**src/rtl/wisc_pkg.sv**
```systemverilog
// Shared constants and state encoding for the WiscSP13 program-counter control stage.
package wisc_pkg;

  localparam int ADDR_W = 16;
  localparam logic [ADDR_W-1:0] RESET_PC   = 16'h0000;
  localparam logic [ADDR_W-1:0] EXC_VECTOR = 16'h0002;

  typedef enum logic [1:0] {
    RUN    = 2'd0,
    EXC    = 2'd1,
    HALTED = 2'd2
  } pc_state_t;

endpackage

```
**src/rtl/dff_en.sv**
```systemverilog
// Width-parameterised register with synchronous active-high reset and load enable.
module dff_en #(
  parameter int              W       = 1,
  parameter logic [W-1:0]    RST_VAL = '0
) (
  input  logic         clk,
  input  logic         rst,
  input  logic         en,
  input  logic [W-1:0] d,
  output logic [W-1:0] q
);

  always_ff @(posedge clk) begin
    if (rst) begin
      q <= RST_VAL;
    end else if (en) begin
      q <= d;
    end
  end

endmodule

```
**src/rtl/pc_ctrl.sv**
```systemverilog
// Next-PC selection, EPC save/restore and RUN/EXC/HALTED tracking for the unpipelined core.
// Handshake: none; stall=1 means the cycle is not consumed and its strobes are dropped.
module pc_ctrl
  import wisc_pkg::*;
(
  input  logic              clk,
  input  logic              rst,
  input  logic              stall,
  input  logic              branch_sel,
  input  logic              is_branch,
  input  logic              is_jump,
  input  logic              jump_reg,
  input  logic [ADDR_W-1:0] imm,
  input  logic [ADDR_W-1:0] reg_target,
  input  logic              halt,
  input  logic              siic,
  input  logic              rti,
  output logic [ADDR_W-1:0] pc,
  output logic [ADDR_W-1:0] pc_plus2,
  output logic [ADDR_W-1:0] epc,
  output logic              halted,
  output logic              err,
  output logic [1:0]        dbg_state
);

  logic [ADDR_W-1:0] pc_q, pc_d, epc_q, epc_d, rel_target;
  logic [1:0]        state_raw_q;
  pc_state_t         state_q, state_d;
  logic              active, multi, bad, err_d, err_q;
  logic [2:0]        n_strobes;

  assign state_q    = pc_state_t'(state_raw_q);
  assign pc_plus2   = pc_q + ADDR_W'(2);
  assign rel_target = pc_plus2 + imm;
  assign active     = !stall && (state_q != HALTED);
  assign n_strobes  = 3'(halt) + 3'(siic) + 3'(rti) + 3'(jump_reg) + 3'(is_jump) + 3'(is_branch);
  assign multi      = (n_strobes > 3'd1);

  always_comb begin
    state_d = state_q;
    pc_d    = pc_plus2;
    epc_d   = epc_q;
    bad     = multi;
    if (halt) begin
      pc_d    = pc_q;
      state_d = HALTED;
    end else if (siic) begin
      if (state_q == EXC) begin
        bad = 1'b1;
      end else begin
        epc_d   = pc_plus2;
        pc_d    = EXC_VECTOR;
        state_d = EXC;
      end
    end else if (rti) begin
      if (state_q == EXC) begin
        pc_d    = epc_q;
        state_d = RUN;
      end else begin
        bad = 1'b1;
      end
    end else if (jump_reg) begin
      pc_d = reg_target;
    end else if (is_jump) begin
      pc_d = rel_target;
    end else if (is_branch && branch_sel) begin
      pc_d = rel_target;
    end
    // err is a pulse: any non-active cycle (stall or HALTED) drives it low.
    err_d = active && bad;
  end

  dff_en #(.W(ADDR_W), .RST_VAL(RESET_PC)) u_pc_reg (
    .clk(clk), .rst(rst), .en(active), .d(pc_d), .q(pc_q)
  );

  dff_en #(.W(ADDR_W), .RST_VAL('0)) u_epc_reg (
    .clk(clk), .rst(rst), .en(active), .d(epc_d), .q(epc_q)
  );

  dff_en #(.W(2), .RST_VAL(RUN)) u_state_reg (
    .clk(clk), .rst(rst), .en(active), .d(state_d), .q(state_raw_q)
  );

  dff_en #(.W(1), .RST_VAL(1'b0)) u_err_reg (
    .clk(clk), .rst(rst), .en(1'b1), .d(err_d), .q(err_q)
  );

  assign pc        = pc_q;
  assign epc       = epc_q;
  assign err       = err_q;
  assign halted    = (state_q == HALTED);
  assign dbg_state = state_raw_q;

endmodule

```
**config.mk**
```make
export PLATFORM = sky130hd
export DESIGN_NAME = pc_ctrl
export DESIGN_NICKNAME = d
export VERILOG_FILES = /design/src/rtl/wisc_pkg.sv /design/src/rtl/dff_en.sv /design/src/rtl/pc_ctrl.sv
export SDC_FILE = /design/constraint.sdc
export NUM_CORES = 1
export LEC_CHECK = 0
export CAP_MARGIN = 20
export CELL_PAD_IN_SITES_DETAIL_PLACEMENT = 0
export CELL_PAD_IN_SITES_GLOBAL_PLACEMENT = 1
export CORE_MARGIN = 1.5
export CORE_UTILIZATION = 30
export CTS_BUF_LIST = sky130_fd_sc_hd__clkbuf_4 sky130_fd_sc_hd__clkbuf_8
export DETAILED_ROUTE_END_ITERATION = 7
export HOLD_SLACK_MARGIN = 0.08
export PLACE_DENSITY_LB_ADDON = 0.1
export REMOVE_ABC_BUFFERS = 1
export SLEW_MARGIN = 5
export SYNTH_ARGS = -nofsm -noshare
export SYNTH_HDL_FRONTEND = slang
export SYNTH_SLANG_ARGS = --single-unit
```
**constraint.sdc**
```tcl
create_clock -name clk -period 4.1 [get_ports clk]
set_clock_uncertainty 0.05 [all_clocks]
set_input_delay 0.615 -clock clk [delete_from_list [all_inputs] [get_ports clk]]
set_output_delay 0.615 -clock clk [all_outputs]
set_load 0.02 [all_outputs]
```
-- Word level (Yosys, flattened, before mapping)
Index checks and enable logic that the tools add are counted.
- register bits: 35
- latch bits: 0
- memory bits (writable): 0
- bits in read-only memories: 0
- bits of input ports: 42
- output and inout bits: 52
- logic and storage cells: 43
- memories kept: 0
- add/subtract/negate cells: 7
- multiply operators: 0
- div/mod/pow operators: 0
- $lt $le $gt $ge: 1
- eq/ne operators: 4
- shift-type cells: 0
- mux-type cells: 17
- bitwise gates (word level): 1
- reductions and logical operators: 9
- operators by type and width (operator ; number):
    2-to-1 mux 16 bit ; 7
    adder 16 bit ; 1
    adder 16 x 2 -> 16 bit (second input constant) ; 1
    2-to-1 mux 2 bit ; 5
    adder 3 x 1 -> 3 bit ; 3
    nonzero test 3 bit ; 2
    2-to-1 mux 1 bit ; 5
    AND reduction 4 bit ; 1
    adder 2 x 1 -> 3 bit ; 1
    > comparator 3 x 1 -> 1 bit (second input constant) ; 1
    logical AND 1 bit ; 3
    inequality test 3 bit (second input constant) ; 1
    AND reduction 3 bit ; 1
    adder 1 x 1 -> 2 bit ; 1
    equality test 2 x 1 -> 1 bit (second input constant) ; 1
    equality test 2 bit (second input constant) ; 1
    inequality test 2 bit (second input constant) ; 1
    AND reduction 2 bit ; 1
    logical NOT 1 bit ; 1
    inverter 1 bit ; 1

-- Depth between registers and ports, before layout
Gate-level depths: netlist of the first run.
- depth after elaboration: 11
- gate-level depth with buffers: 13
- mapped depth without buffers: 12

-- Modules after synthesis
A second synthesis of the first run with hierarchy kept.
- cell total of the unflattened synthesis: 495
- area total of the unflattened synthesis: 3691.0 µm²
- by module, submodules not included (module ; instances ; cells an instance ; area each (µm²) ; sequential area each (µm²)):
    pc_ctrl ; 1 ; 382 ; 2428.6 ; 0.0
    dff_en at u_epc_reg ... ; 2 ; 52 ; 580.6 ; 320.3
    dff_en at u_state_reg ; 1 ; 6 ; 67.6 ; 40.0
    dff_en at u_err_reg ; 1 ; 3 ; 33.8 ; 20.0

-- Worst setup path after synthesis of the first run
No wires, ideal clock.
- path kind: register -> register
- start point: register u_pc_reg.q[1]
- end point: register u_pc_reg.q[10]
- setup time: 0.086 ns
- data arrival time: 3.241 ns
- setup slack: 0.723 ns
- stages on the path, launching flop included: 12
- period minus slack after synthesis: 3.377 ns
- cells stage by stage: dfxtp_1 -> ha_1 -> nand3_1 -> xor2_1 -> inv_1 -> ha_1 -> and3_1 -> a221oi_4 -> o21ai_2 -> a311o_1 -> or2_1 -> a221oi_2
- longest elaborated chain between the ends: 7
- RTL lines (item ; RTL line ; source):
    from (decl) ; dff_en.sv:10 ; output logic [W-1:0] q
    from (signal assigned) ; dff_en.sv:15 ; q <= RST_VAL;
    from (signal assigned) ; dff_en.sv:17 ; q <= d;
    adder 16 x 2 -> 16 bit (*) ; pc_ctrl.sv:33 ; assign pc_plus2 = pc_q + ADDR_W'(2);
    via pc_plus2[5] ; pc_ctrl.sv:19 ; output logic [ADDR_W-1:0] pc_plus2,
    adder 16 bit (*) ; pc_ctrl.sv:34 ; assign rel_target = pc_plus2 + imm;
    2-to-1 mux 16 bit ; pc_ctrl.sv:66 ; end else if (is_branch && branch_sel) begin
    2-to-1 mux 16 bit (*) ; pc_ctrl.sv:64 ; end else if (is_jump) begin
    2-to-1 mux 16 bit (*) ; pc_ctrl.sv:62 ; end else if (jump_reg) begin
    2-to-1 mux 16 bit (*) ; pc_ctrl.sv:55 ; end else if (rti) begin
    2-to-1 mux 16 bit (*) ; pc_ctrl.sv:47 ; end else if (siic) begin
The timed path passes the listed nets; every way through them passes the cells marked *.
A chain may end at the register's enable or synchronous reset.

-- Worst setup path after layout of the first run
- start point: register u_pc_reg.q[1]
- end point: register u_pc_reg.q[11]
- longest elaborated chain between the ends: 7
- RTL lines (item ; RTL line):
    adder 16 x 2 -> 16 bit (*) ; pc_ctrl.sv:33
    adder 16 bit ; pc_ctrl.sv:34
    2-to-1 mux 16 bit ; pc_ctrl.sv:66
    2-to-1 mux 16 bit ; pc_ctrl.sv:64
    2-to-1 mux 16 bit ; pc_ctrl.sv:62
    2-to-1 mux 16 bit ; pc_ctrl.sv:55
    2-to-1 mux 16 bit (*) ; pc_ctrl.sv:47
Every way passes the cells marked *; elsewhere a longest branch is shown, timed or not.

==> results.cfg, run 1 <==
[status]
status = completed

[worst_hold_path]
hold_class = reg2reg
hold_start = u_epc_reg.q[2]

[power_and_ir_drop]
p_leak_nw = 1.633
powerDensity_nw_per_um2 = 252.9
vdd_drop_max_mv = 0.1236

[clocking]
cts_tree = yes
clock_path_buffers = 2
clock-root-buffer = clkbuf_8
cts.sinks = 35
hold_buffers = 0
clk_pin_slew_worst_paths_ns = 0.09
cts_buffers = 5
htree_num_levels = 2
cts_resized = 0
cts_setup_buffers = 0
worstSkewPairLatency_ns = 0.30

[worst_setup_path]
max_stage_delay_ns = 0.55
critical_path_peak_fanout = 11
crit_required_ns = 4.24
crit_start = u_pc_reg.q[1]
critPathTopFamily = simple AND/OR/NAND/NOR gates
end_kind = register
worst-setup-path-type = reg2reg
critPathBufInv = 1
cp.arrival_ns = 3.84
worstReg2RegStart = u_pc_reg.q[1]
crit_path_start_kind = register
cp_cell_sequence = and4_1 > nand4_1 > xor2_1 > inv_1 > ha_1 > nand3_1 > o32ai_1 > o21bai_1 > nor4b_1 > or3_1 > a311oi_1
cp_slowest_cell = o32ai_1

[floorplan]
rows = 38
die_w_microns = 107.6
core_area_sq_um = 10750
initial_core_util_pct = 30.55
ioPinCount = 94
die_h_microns = 107.6
die_area_sq_um = 11580

[drt]
dr.first_iter.drc_count = 325
routed_wl_microns = 12990
drc = 0
drt.antenna.violating_nets = 0
wl_per_cell_microns = 19.42
routed_via_density = 5.513
dr.pass1.iters = 5
num_vias = 3688

[finish]
layout_common_cells = 93 x clkdlybuf4s50_1, 57 x nor2_1, 43 x a21oi_1
fill_cells = 1175
layout.cells.non_filler = 669
diodes = 0
drive_gt1_share_pct = 6.049
area_growth_pct = 34.98
layout_commonest_cell = clkdlybuf4s50_1
nets = 594

[yosys]
synth_warnings = 0
synth_edf_count = 0
yosysSeqAreaShare_pct = 21.34
syn_area_sq_um = 3283
ys_ff_latch = 35
async_flop_share_pct = 0
syn_avg_cell_area_sq_um = 7.394
synth-main-ff-cell = dfxtp_1
syn_inst = 444
ys_types = 63

[placed_design]
dp.cells = 661
place_ws_ns = 0.4691
dp_hpwl_microns = 9674
gp_congestion = 0.8383
port_buffers = 93

[sta]
tightestPinTransition_ns = 0.9326
fin_ws_ns = 0.4049
post-route-period-util_pct = 90.12
hold_viol = 0
layout_min_cycle_time_ns = 3.695
tns_ns = 0
rsz0062_at_grt = false
maxSlewHeadroom_pct = 37.63
slew_viol_final = 0
setup_violations = 0
max_freq_mhz = 270.6
timing.hold.ws_ns = 0.4302

[grt]
grt_pass1_wl_microns = 20330
antenna_found_initial = 0
grt_use_total_pct = 22.93
first_global_vias = 3544
overflow = 0
grt_max_degree = 27

[job]
maxCapViolCount = 0
## state kept, by name, summed over array words and instances, names as in the netlist
signal         cells
u_pc_reg.q        16
u_epc_reg.q       16
u_err_reg.q        1
u_state_reg.q      2
## layer usage
metal  vias to the layer above  track usage (%)  share of wire, %
met2                       118            36.72                46
met4                         0            3.759              0.93
li1                       1808                -                 -
met5                         -                0                 0
met3                         9            2.845               5.2
met1                      1753            33.26                47
## layout make-up
class                      count  area, sq um  share of cell area (%)
clock buffer                   5        68.82                   1.553
clock inverter                 3        20.02                  0.4517
inverter                      24        90.09                   2.033
multi-input combinational    358         2364                   53.33
sequential                    35        700.7                   15.81
tap                          140        175.2                   3.953
timing repair buffer         104         1013                   22.87
## worst paths after layout
path,endpoint,slack (ns),cells past startpoint
max,u_pc_reg.q[11],0.40,11
min,u_epc_reg.q[2],0.43,2
max reg2reg,u_pc_reg.q[11],0.40,11
min reg2reg,u_epc_reg.q[2],0.43,2
## worst min-delay path, stage by stage, from the launching register on
cell and delay, ns:
dfxtp_1 0.33, nand2_1 0.05, a21oi_1 0.05
## Yosys cell counts (4+ instances only)
master	n	area (sq um)
nor3_1	9	45.04
o21a_1	4	30.03
buf_2	7	35.03
nor2_1	57	214.0
xor2_1	8	70.07
inv_1	24	90.09
a211oi_1	19	142.6
a31oi_1	10	62.56
a21oi_1	43	215.2
nand2_1	37	138.9
dfxtp_1	35	700.7
clkbuf_1	17	63.81
xnor2_1	15	131.4
o21ai_0	26	130.1
nand4_1	6	37.54
o211ai_1	5	37.54
nand3b_1	5	37.54
nand3_1	12	60.06
fa_1	4	80.08
a21o_1	5	37.54
a311oi_1	4	35.03
or3_1	7	43.79
ha_1	20	250.2
## where the power goes
| part | switching, mW | internal [mW] | leakage, nW |
|---|---|---|---|
| sequential | 0.0256 | 0.359 | 0.286 |
| combinational | 0.262 | 0.201 | 1.31 |
| clock | 0.155 | 0.119 | 0.0402 |
| total | 0.442 | 0.678 | 1.63 |
## stage by stage
stage	instance area, sq um	utilization [%]	power (mW)
2_1_floorplan	3154	-	0.6469
3_3_place_gp	4343	40.42	0.8525
3_5_place_dp	4343	40.42	0.8520
4_1_cts	4432	41.24	1.125
5_1_grt	4432	41.24	1.192
6_report	4432	41.24	1.121
## logic make-up after synthesis
group | synth area share [%]
multiplexers | 1.296
AND/OR/NAND/NOR | 22.98
adder cells (fa/ha/maj) | 10.06
flip-flops | 21.34
AO/OA/AOI/OAI | 31.52
buffers and inverters | 6.669
XOR/XNOR | 6.136
No activity file was read; power rests on OpenSTA's default activity.
==> inputs of run 2 (changes only) <==
--- a/config.mk
+++ b/config.mk
@@ -12,6 +12,7 @@
 export CORE_UTILIZATION = 30
 export CTS_BUF_LIST = sky130_fd_sc_hd__clkbuf_4 sky130_fd_sc_hd__clkbuf_8
 export DETAILED_ROUTE_END_ITERATION = 7
+export DONT_BUFFER_PORTS = 1
 export HOLD_SLACK_MARGIN = 0.08
 export PLACE_DENSITY_LB_ADDON = 0.1
 export REMOVE_ABC_BUFFERS = 1
==> run 2 against run 1 <==
Against the previous run: largest power group is now sequential cells; setup slack lost 0.18 ns; critical path type unchanged; sequential share of layout area grew 4.0 points; largest cell class unchanged; global-route usage shrank 0.72 points; sequential power grew 4%.
==> results.cfg, run 2 (synthesis results as in run 1) <==
[status]
status = completed

[clocking]
cts_buffers = 5
cts_tree = yes
cts.sinks = 35
worstSkewPairLatency_ns = 0.30
cts_resized = 0
clk_pin_slew_worst_paths_ns = 0.08
hold_buffers = 0
clock_path_buffers = 2
htree_num_levels = 2
clock-root-buffer = clkbuf_8
cts_setup_buffers = 0

[power_and_ir_drop]
intPower_mw = 0.6032
vdd_drop_max_mv = 0.1142
seqPwrFrac_pct = 40.0
power_mw = 1.002
powerDensity_nw_per_um2 = 284.0
clkPwrFrac_pct = 26.4
p_sw_mw = 0.3990
p_sw_share_pct = 39.81
p_comb_share_pct = 33.6
p_leak_nw = 1.317

[sta]
slew_viol_final = 0
max_freq_mhz = 257.8
setup_violations = 0
tns_ns = 0
hold_viol = 0
layout_min_cycle_time_ns = 3.879
timing.hold.ws_ns = 0.3285
post-route-period-util_pct = 94.61
rsz0062_at_grt = false
tightestPinTransition_ns = 0.8482
maxSlewHeadroom_pct = 43.25

[grt]
overflow = 0
antenna_found_initial = 0
grt_use_total_pct = 22.22
grt_pass1_wl_microns = 19190
first_global_vias = 3298
grt_max_degree = 39

[worst_setup_path]
crit_required_ns = 4.27
critPathBufInv = 1
cp_slowest_cell = dfxtp_1
worst-setup-path-type = reg2reg
r2r_setup_slack_ns = 0.22
cp_common_cell = ha_1
reg2reg_depth = 11
cp.arrival_ns = 4.05
crit_path_start_kind = register
worstReg2RegStart = u_pc_reg.q[2]
end_kind = register
critical_path_peak_fanout = 7
critPathTopFamily = compound AO/OA/AOI/OAI gates
cp_cell_sequence = ha_1 > nand3_1 > xor2_1 > inv_1 > ha_1 > and3_1 > a221oi_4 > o21ai_2 > a311o_1 > or2_1 > a221oi_2
max_stage_delay_ns = 0.60
timing.rr.end = u_pc_reg.q[10]

[finish]
diodes = 0
fill_cells = 1202
nets = 506
area_growth_pct = 7.469
layout_commonest_cell = nor2_1
layout_common_cells = 56 x nor2_1, 43 x a21oi_1, 37 x nand2_1
final_area_sq_um = 3528
layout.cells.non_filler = 579
drive_gt1_share_pct = 8.200
top_regs = u_epc_reg.q x16, u_pc_reg.q x16, u_state_reg.q x2

[placed_design]
dp_hpwl_microns = 9554
dpl_cell_area_sq_um = 3452
gp_congestion = 0.8505
port_buffers = 0
dp.cells = 573

[drt]
drc = 0
routed_via_density = 5.796
wl_per_cell_microns = 22.02
routed_wl_microns = 12750
dr.first_iter.drc_count = 210
dr.pass1.iters = 4
num_vias = 3356
drt.antenna.violating_nets = 0

[floorplan]
rows = 38
die_h_microns = 107.6
core_area_sq_um = 10750
ioPinCount = 94
initial_core_util_pct = 30.55
die_w_microns = 107.6
die_area_sq_um = 11580

[worst_hold_path]
hold_start = rst
whs_endpoint = u_state_reg.q[1]
min_path_cells = 1
hold_class = in2reg

[job]
maxCapViolCount = 0
## run 2: through the flow
stage	utilization (%)	worst slack [ns]
6_report	32.84	0.2210
5_1_grt	32.84	0.005952
4_1_cts	32.84	0.2797
3_5_place_dp	32.13	0.3024
3_3_place_gp	32.13	0.3714
2_1_floorplan	-	0.7140
## run 2: layer usage
layer	vias up	routed length (microns)	global-route usage, %
li1	1628	-	-
met1	1615	5667	28.47
met3	11	898	5.448
met5	-	0	0
met2	102	5985	36.94
met4	0	197	6.203
## run 2: cell type report
type | instances | area [sq um] | area share, %
Tap cell | 140 | 175.2 | 4.965
Clock buffer | 6 | 76.32 | 2.163
Timing Repair Buffer | 16 | 120.1 | 3.404
Multi-Input combinational cell | 358 | 2366 | 67.06
Sequential cell | 35 | 700.7 | 19.86
Inverter | 24 | 90.09 | 2.553
## run 2: worst max-delay path by stage
stage | end | from | cells past startpoint | slack, ns
2_1_floorplan | u_pc_reg.q[10] | u_pc_reg.q[1] | 11 | 0.71
3_3_place_gp | u_pc_reg.q[10] | u_pc_reg.q[2] | 11 | 0.37
3_5_place_dp | u_pc_reg.q[10] | u_pc_reg.q[2] | 11 | 0.30
4_1_cts | u_pc_reg.q[10] | u_pc_reg.q[2] | 11 | 0.28
5_1_grt | u_pc_reg.q[11] | u_pc_reg.q[2] | 11 | 0.006
6_report | u_pc_reg.q[10] | u_pc_reg.q[2] | 11 | 0.22
## run 2: power groups by stage
stage / Clock (mW) / Sequential [mW] / Combinational, mW
2_1_floorplan: 0 / 0.410 / 0.237
3_3_place_gp: 0 / 0.409 / 0.334
3_5_place_dp: 0 / 0.410 / 0.336
4_1_cts: 0.274 / 0.401 / 0.337
5_1_grt: 0.281 / 0.405 / 0.370
6_report: 0.264 / 0.401 / 0.337
==> inputs of run 3 (changes only) <==
--- a/config.mk
+++ b/config.mk
@@ -5,6 +5,7 @@
 export SDC_FILE = /design/constraint.sdc
 export NUM_CORES = 1
 export LEC_CHECK = 0
+export ABC_AREA = 0
 export CAP_MARGIN = 20
 export CELL_PAD_IN_SITES_DETAIL_PLACEMENT = 0
 export CELL_PAD_IN_SITES_GLOBAL_PLACEMENT = 1
==> results of run 3 <==
The final DEF is identical to that of run 2; final timing and power are the same.
